--- src/rtl/vx_commit_arbiter.sv ---
// vx_commit_arbiter
// Shares one commit/writeback port among NUM_REQS execution-unit result
// streams. Round-robin arbitration with packet locking: a requester that
// starts a multi-beat commit keeps the grant until its eop beat is accepted,
// so the destination register is released exactly once, on the final beat.
// The output is a one-entry registered elastic stage.
// Optional feature macro: COMMIT_ARB_PERF_EN adds per-requester grant
// counters and a conflict counter (perf_grants / perf_conflicts ports).
module vx_commit_arbiter #(
    parameter int NUM_REQS = 4,
    parameter int DATAW    = 64,
    parameter int CTR_W    = 44
) (
    input  logic                          clk,
    input  logic                          reset,
    input  logic [NUM_REQS-1:0]           req_valid,
    input  logic [NUM_REQS*DATAW-1:0]     req_data,
    input  logic [NUM_REQS-1:0]           req_eop,
    output logic [NUM_REQS-1:0]           req_ready,
    output logic                          out_valid,
    output logic [DATAW-1:0]              out_data,
    output logic                          out_eop,
    output logic [$clog2(NUM_REQS)-1:0]   out_idx,
    input  logic                          out_ready
`ifdef COMMIT_ARB_PERF_EN
    ,
    output logic [NUM_REQS*CTR_W-1:0]     perf_grants,
    output logic [CTR_W-1:0]              perf_conflicts
`endif
);

    localparam int IDX_W = $clog2(NUM_REQS);

    // (base + offset) modulo NUM_REQS, valid for any NUM_REQS (not only powers of two)
    function automatic logic [IDX_W-1:0] rr_index(input logic [IDX_W-1:0] base, input int offset);
        int sum_v;
        sum_v = int'(base) + offset;
        if (sum_v >= NUM_REQS) begin
            sum_v = sum_v - NUM_REQS;
        end else begin
            sum_v = sum_v;
        end
        return IDX_W'(sum_v);
    endfunction

    logic [IDX_W-1:0]    rr_ptr_r;
    logic                locked_r;
    logic [IDX_W-1:0]    lock_idx_r;
    logic                out_valid_r;
    logic [DATAW-1:0]    out_data_r;
    logic                out_eop_r;
    logic [IDX_W-1:0]    out_idx_r;

    logic                stage_ready_s;
    logic [IDX_W-1:0]    cand_s;
    logic                found_s;
    logic [NUM_REQS-1:0] req_ready_s;
    logic                fire_s;
    logic [DATAW-1:0]    cand_data_s;
    logic                cand_eop_s;

    assign stage_ready_s = ~out_valid_r | out_ready;

    // Pick the candidate: the locked owner, else first valid requester from rr_ptr upward
    always_comb begin
        cand_s  = lock_idx_r;
        found_s = 1'b0;
        if (locked_r) begin
            cand_s = lock_idx_r;
        end else begin
            for (int i = 0; i < NUM_REQS; i++) begin
                if (!found_s && req_valid[rr_index(rr_ptr_r, i)]) begin
                    cand_s  = rr_index(rr_ptr_r, i);
                    found_s = 1'b1;
                end else begin
                    found_s = found_s;
                end
            end
        end
    end

    // Grant only the candidate, and only when the stage can take a beat and we are out of reset
    always_comb begin
        req_ready_s = '0;
        if (!reset && stage_ready_s && req_valid[cand_s]) begin
            req_ready_s[cand_s] = 1'b1;
        end else begin
            req_ready_s = '0;
        end
    end

    assign req_ready   = req_ready_s;
    assign fire_s      = |(req_valid & req_ready_s);
    assign cand_data_s = req_data[int'(cand_s)*DATAW +: DATAW];
    assign cand_eop_s  = req_eop[cand_s];

    // Output stage, lock tracking and round-robin pointer update
    always_ff @(posedge clk) begin
        if (reset) begin
            rr_ptr_r    <= '0;
            locked_r    <= 1'b0;
            lock_idx_r  <= '0;
            out_valid_r <= 1'b0;
            out_data_r  <= '0;
            out_eop_r   <= 1'b0;
            out_idx_r   <= '0;
        end else begin
            if (fire_s) begin
                out_valid_r <= 1'b1;
                out_data_r  <= cand_data_s;
                out_eop_r   <= cand_eop_s;
                out_idx_r   <= cand_s;
                if (cand_eop_s) begin
                    locked_r <= 1'b0;
                    rr_ptr_r <= rr_index(cand_s, 1);
                end else begin
                    locked_r   <= 1'b1;
                    lock_idx_r <= cand_s;
                end
            end else if (out_ready) begin
                out_valid_r <= 1'b0;
            end else begin
                out_valid_r <= out_valid_r;
            end
        end
    end

    assign out_valid = out_valid_r;
    assign out_data  = out_data_r;
    assign out_eop   = out_eop_r;
    assign out_idx   = out_idx_r;

`ifdef COMMIT_ARB_PERF_EN
    localparam logic [CTR_W-1:0] CTR_ONE = {{(CTR_W-1){1'b0}}, 1'b1};

    logic [CTR_W-1:0] grants_r [NUM_REQS];
    logic [CTR_W-1:0] conflicts_r;
    logic             conflict_s;

    // A conflict is a cycle where the stage could accept but some valid requester was left waiting
    assign conflict_s = stage_ready_s & (|(req_valid & ~req_ready_s));

    // Grant and conflict counters, wrapping naturally at 2^CTR_W
    always_ff @(posedge clk) begin
        if (reset) begin
            for (int k = 0; k < NUM_REQS; k++) begin
                grants_r[k] <= '0;
            end
            conflicts_r <= '0;
        end else begin
            for (int k = 0; k < NUM_REQS; k++) begin
                if (fire_s && (int'(cand_s) == k)) begin
                    grants_r[k] <= grants_r[k] + CTR_ONE;
                end else begin
                    grants_r[k] <= grants_r[k];
                end
            end
            if (conflict_s) begin
                conflicts_r <= conflicts_r + CTR_ONE;
            end else begin
                conflicts_r <= conflicts_r;
            end
        end
    end

    for (genvar g = 0; g < NUM_REQS; g++) begin : g_perf
        assign perf_grants[g*CTR_W +: CTR_W] = grants_r[g];
    end
    assign perf_conflicts = conflicts_r;
`endif

endmodule
--- config.mk ---
export PLATFORM = sky130hd
export DESIGN_NAME = vx_commit_arbiter
export DESIGN_NICKNAME = d
export VERILOG_FILES = /design/src/rtl/vx_commit_arbiter.sv
export SDC_FILE = /design/constraint.sdc
export NUM_CORES = 1
export LEC_CHECK = 0
export BUFFER_PORTS_ARGS = -buffer_cell sky130_fd_sc_hd__buf_2
export CORE_AREA = 2 2 132 134
export CTS_CLUSTER_SIZE = 30
export DETAILED_ROUTE_END_ITERATION = 12
export DIE_AREA = 0 0 134 136
export SLEW_MARGIN = 30
export SYNTH_ARGS = -nofsm -noshare
export SYNTH_HDL_FRONTEND = slang
export SYNTH_SLANG_ARGS = --single-unit
--- constraint.sdc ---
create_clock -name clk -period 3.91 [get_ports clk]
set_input_delay 0.5865 -clock clk [delete_from_list [all_inputs] [get_ports clk]]
set_output_delay 0.5865 -clock clk [all_outputs]
set_load 0.005 [all_outputs]
* Word-level counts from Yosys, hierarchy flattened
Cells that the tools add are included.
Word-level totals: output and inout port bits 72, bits of input ports 267, word-level logic and storage cells 84, register bits after elaboration 73
Cells by class: $lt $le $gt $ge 11, $add $sub $neg 9, reductions and logical operators 14, shifts and indexed selects 1, bitwise operators 4, multiplexer cells 38
Operators with widths (count):
- 256-bit by 9-bit indexed part select with 64-bit output | 1
- 2-bit two-way mux | 14
- 1-bit two-way mux | 16
- 2-bit by 3-bit < comparator with 1-bit output, second input constant | 5
- 1-bit binary-select mux with 2-bit select | 6
- 3-bit >= comparator, second input constant | 4
- 2-bit by 1-bit subtractor with 2-bit output, second input constant | 5
- 2-bit by 1-bit adder with 3-bit output, second input constant | 2
- 2-bit by 2-bit adder with 3-bit output, second input constant | 2
- 1-bit logical AND | 6
- 4-bit AND | 1
- 1-bit zero test | 4
- 4-bit two-way mux | 1
- 2-bit AND reduction | 2
- 4-bit OR reduction | 1
- 2-bit by 3-bit >= comparator with 1-bit output, second input constant | 1
- 1-bit demux with 2-bit select | 1
- 2-bit by 1-bit >= comparator with 1-bit output, second input constant | 1
- 1-bit inverter | 2
- 2-bit nonzero test | 1
- 1-bit bitwise OR | 1

* Depth between registers and ports, before layout
depth after elaboration 27, mapped depth 19

* Least setup slack after synthesis
OpenSTA, ideal clock, no wires.
path type input -> register, start input req_valid[1], end register out_data_r[10] (netlist: out_data[10]), setup time 0.128 ns, setup slack 0.497 ns, path buffers 4, stages 17, arrival time 3.285 ns, cell sequence buf_4 nor2_1 mux4_2 a21oi_2 o21ai_2 inv_2 buf_4 buf_4 ha_1 a21oi_1 nor2_1 o21ai_1 a211o_4 nand2_8 buf_6 mux2i_1 nor2_1
Between the ends: longest elaborated chain between the ends 23
Ends and longest elaborated chain:
- start, declared | line 16 | input logic [NUM_REQS-1:0] req_valid,
- 1-bit binary-select mux with 2-bit select | line 72 | if (!found_s && req_valid[rr_index(rr_ptr_r, i)]) begin
- 1-bit two-way mux (implied by the code) | line 72
- 1-bit two-way mux | line 72
- 1-bit two-way mux | line 68 | if (locked_r) begin
- 1-bit zero test | line 72
- 1-bit logical AND | line 72
- 1-bit two-way mux | line 72
- 1-bit two-way mux | line 68
- [... 8 more ...]
- via cand_s[0] | line 55 | logic [IDX_W-1:0] cand_s;
- 2-bit by 3-bit < comparator with 1-bit output (implied by the code) / 2-bit by 1-bit >= comparator with 1-bit output (equally long branches) | line 86 | req_ready_s[cand_s] = 1'b1;
- 1-bit logical AND (implied by the code) | line 86
- 1-bit two-way mux (implied by the code) | line 86
- 1-bit demux with 2-bit select | line 86
- 4-bit two-way mux | line 85 | if (!reset && stage_ready_s && req_valid[cand_s]) begin
- 4-bit AND | line 93 | assign fire_s = |(req_valid & req_ready_s);
- 4-bit OR reduction | line 93
- end signal, assigned | line 110 | out_data_r <= cand_data_s;
- end, declared | line 50 | logic [DATAW-1:0] out_data_r;
Mark *: on every way through the listed nets, which the timed path passes. The rest lies on a longest branch. The select of a mux whose other input is x is not followed. A chain may end at the register's enable or synchronous reset.

* Final worst setup path
start register rr_ptr_r[1], end output req_ready[0]
Between the ends: longest elaborated chain between the ends 24
Ends and longest elaborated chain:
- start, declared | line 46 | logic [IDX_W-1:0] rr_ptr_r;
- start signal, assigned | line 115 | rr_ptr_r <= rr_index(cand_s, 1);
- 2-bit by 3-bit >= comparator with 1-bit output / 2-bit by 1-bit subtractor with 2-bit output (equally long branches) | line 38, 39
- 2-bit two-way mux | line 38 | if (sum_v >= NUM_REQS) begin
- 2-bit two-way mux | line 68
- 1-bit binary-select mux with 2-bit select | line 72
- 1-bit two-way mux (implied by the code) | line 72
- 1-bit two-way mux | line 72
- 1-bit two-way mux | line 68
- 1-bit zero test | line 72
- [... 8 more ...]
- 1-bit logical AND | line 72
- 2-bit two-way mux (*) | line 72
- 2-bit two-way mux (*) | line 68
- 2-bit by 3-bit < comparator with 1-bit output (implied by the code) / 2-bit by 1-bit >= comparator with 1-bit output (equally long branches) | line 86
- 1-bit logical AND (implied by the code) | line 86
- 1-bit two-way mux (implied by the code) | line 86
- 1-bit demux with 2-bit select | line 86
- 4-bit two-way mux (*) | line 85
- end, declared | line 19 | output logic [NUM_REQS-1:0] req_ready,
Every way passes the cells marked *; elsewhere a longest branch is shown, timed or not. The select of a mux whose other input is x is not followed.

==> results_dict.tcl <==
set metrics [dict create \
    drv_cap 0 \
    async_reset_ff_share_pct 0 \
    avgSynthCellArea_um2 9.851 \
    worstPathRequired_ns 3.32 \
    synth_area_leaders "mux2i_1 49%, dfxtp_1 27%, nor2_1 5.5%" \
    start_util_pct 32.16 \
    ios 339 \
    post-route-min-period_ns 3.579 \
    worstSkewPairLatency_ns 0.33 \
    syn_inst 551 \
    startpoint_type "register" \
    yosys_register_bits 73 \
    cts_buffers 9 \
    clkTransAtPathRegs_ns 0.06 \
    timing.fmax_ghz 0.2794 \
    synth.most_common_cell "mux2i_1" \
    syn_to_final_growth_pct 38.17 \
    fin_area_um2 7500 \
    clockBufferDepth 2 \
    critPathSlowestCell "dfxtp_2" \
    synth_top_area_share_pct 48.50 \
    dpl_worst_slack_ns 0.3212 \
    vias_per_cell 4.714 \
    clock-root-buffer "clkbuf_16" \
    finalHoldViolations 0 \
    drt_wl_total_um 15210 \
    final_util_pct 44.44 \
    fin_setup_tns_ns 0 \
    antennaDiodeCount 0 \
    critPathTopFamily "compound AO/OA/AOI/OAI gates" \
    crit_chain "buf_4 -> nor4b_1 -> a311oi_1 -> or2_1 -> a31o_2 -> nand2_2 -> inv_6 -> buf_12 -> nand2_1 -> a31oi_1 -> o21ai_1 -> nor3_1 -> buf_2" \
    ant_nets 0 \
    yosysTopAreaCell "mux2i_1" \
    die_x_um 134 \
    arrival_ns 2.99 \
    max_stage_delay_ns 0.47 \
    yosysWarningCount 0 \
    drt-initial-drc-count 102 \
    synth-edff-count 0 \
    tightest_slew_ns 0.7731 \
    grt_overflow 0 \
    vias 5167 \
    fin_nets 1136 \
    gp_congestion 0.7909 \
    antenna_found_initial 0 \
    path_buf_inv 4 \
    critPathKind "register to primary output" \
    p_leak_nw 3.665 \
    drive_gt1_share_pct 44.43 \
    syn-cell-area_um2 5428 \
    first_pass_iters 4 \
    irDropWorstVdd_mv 0.6706 \
    syn-num-nets 820 \
    drt-wirelength-per-cell_um 13.88 \
    cts_max_level 3 \
    fp-row-count 48 \
    ys_seq_area_share_pct 26.92 \
    core_area_um2 16880 \
    status "finished, final reports clean" \
    fp.dieH_um 136 \
    grt_pass1_wl_um 23360 \
    synth.distinct_cells 55 \
    dp_hpwl_um 11820 \
    post_cts_buffers 0 \
    placed_cell_area_um2 7199 \
    cts_sinks 73 \
    power.density_nw_per_um2 738.0 \
    grt.total_usage_pct 15.90 \
    crit_path_end_kind "primary output" \
    cts_tree "done" \
    synth_commonest_cells "263 x mux2i_1, 79 x nor2_1, 73 x dfxtp_1, 14 x buf_6" \
    layout_worst_path_cycle_share_pct 91.54 \
    slew_violations 0 \
    clock_skew_ns 0.004379 \
    grt_pass1_vias 4860 \
    grt_max_degree 74 \
    slew_headroom_pct 48.46 \
    setup_viol 0 \
    rsz0062_at_grt "no" \
    synth-main-ff-cell "dfxtp_1" \
    crit_fanout 73 \
    hp-class "register to register" \
    dieArea_um2 18220 \
    fin_ws_ns 0.3309 \
    drcViolationCount 0 \
    port-buffer-count 338 \
]
## cell families (layout without fill, tap and decap cells)
family | Yosys count | after routing | synth area share (%)
AOI/OAI and AO/OA | 46 | 46 | 6.801
xor gates and xnor gates | 1 | 1 | 0.1614
and+or+nand+nor | 109 | 109 | 9.428
adders and majority gates | 2 | 2 | 0.4610
DFF | 73 | 73 | 26.92
muxes | 266 | 266 | 49.33
buffers and inverters | 54 | 374 | 6.893
## what timing repair did
item                       in CTS  in global routing
hold buffers                    0                  0
resized for setup               0                  2
setup endpoints to repair       0                  3
hold endpoints to repair        0                  0
## state kept, by name (all words and copies together) (netlist names)
register    flops
locked_r        1
out_valid       1
lock_idx_r      2
out_eop         1
out_data       64
out_idx         2
rr_ptr_r        2
## per-layer routing
metal | vias up | global-route usage, % | wire length, um
met5 | - | 0 | 0
met4 | 0 | 5.024 | 201
met3 | 17 | 4.959 | 1218
met2 | 205 | 27.64 | 7624
met1 | 2323 | 18.70 | 6169
li1 | 2622 | - | -
## report_power, final
part           internal (W)  switching, W  total [W]  leakage, nW
logic               0.00170       0.00173    0.00343         2.93
registers           0.00108      0.000192    0.00127        0.595
clock network      0.000526      0.000306   0.000831        0.142
total               0.00331       0.00222    0.00553         3.66
## final cells by class
type	instances	area [um2]
clock buffers	13	260.3
clock inverters	2	37.54
fillers	1697	9376
inverters	11	47.55
multi-input cells	424	3592
flip-flops and latches	73	1464
well taps	225	281.5
repair buffers	348	1817
## path summary, 6_finish.rpt
kind                from           end  slack (ns)  cells past startpoint
min           out_idx[0]    out_idx[0]        0.47                      2
min reg2reg   out_idx[0]    out_idx[0]        0.47                      2
max          rr_ptr_r[1]  req_ready[0]        0.33                     13
max reg2reg  rr_ptr_r[1]  out_data[10]        0.61                     16
## layout by cell type, fill, tap and decap left out, types with 4 or more instances in the layout
cell type    n
nor3_1       5
nor2_1      79
mux2i_1    263
buf_12       4
dfxtp_1     71
inv_1        8
clkbuf_16    9
nor2b_1      4
buf_4        6
buf_2      338
a21oi_1     11
nand2_1      4
o21ai_0      4
## tightest hold or removal path: stages, from the launching register on
cell,delay [ns]
dfxtp_1,0.31
nand2_1,0.06
a21oi_1,0.05
## stage by stage
stage | total power (W) | hold slack, ns | instances
after global routing | 0.005958 | 0.5090 | 1096
after global placement | 0.004744 | 0.4595 | 1081
final | 0.005535 | 0.4727 | 1096
after detailed placement | 0.004765 | 0.4700 | 1081
after floorplan | 0.003955 | 0.4625 | 551
after CTS | 0.005624 | 0.4786 | 1096
(Power assumes the default switching activity.)
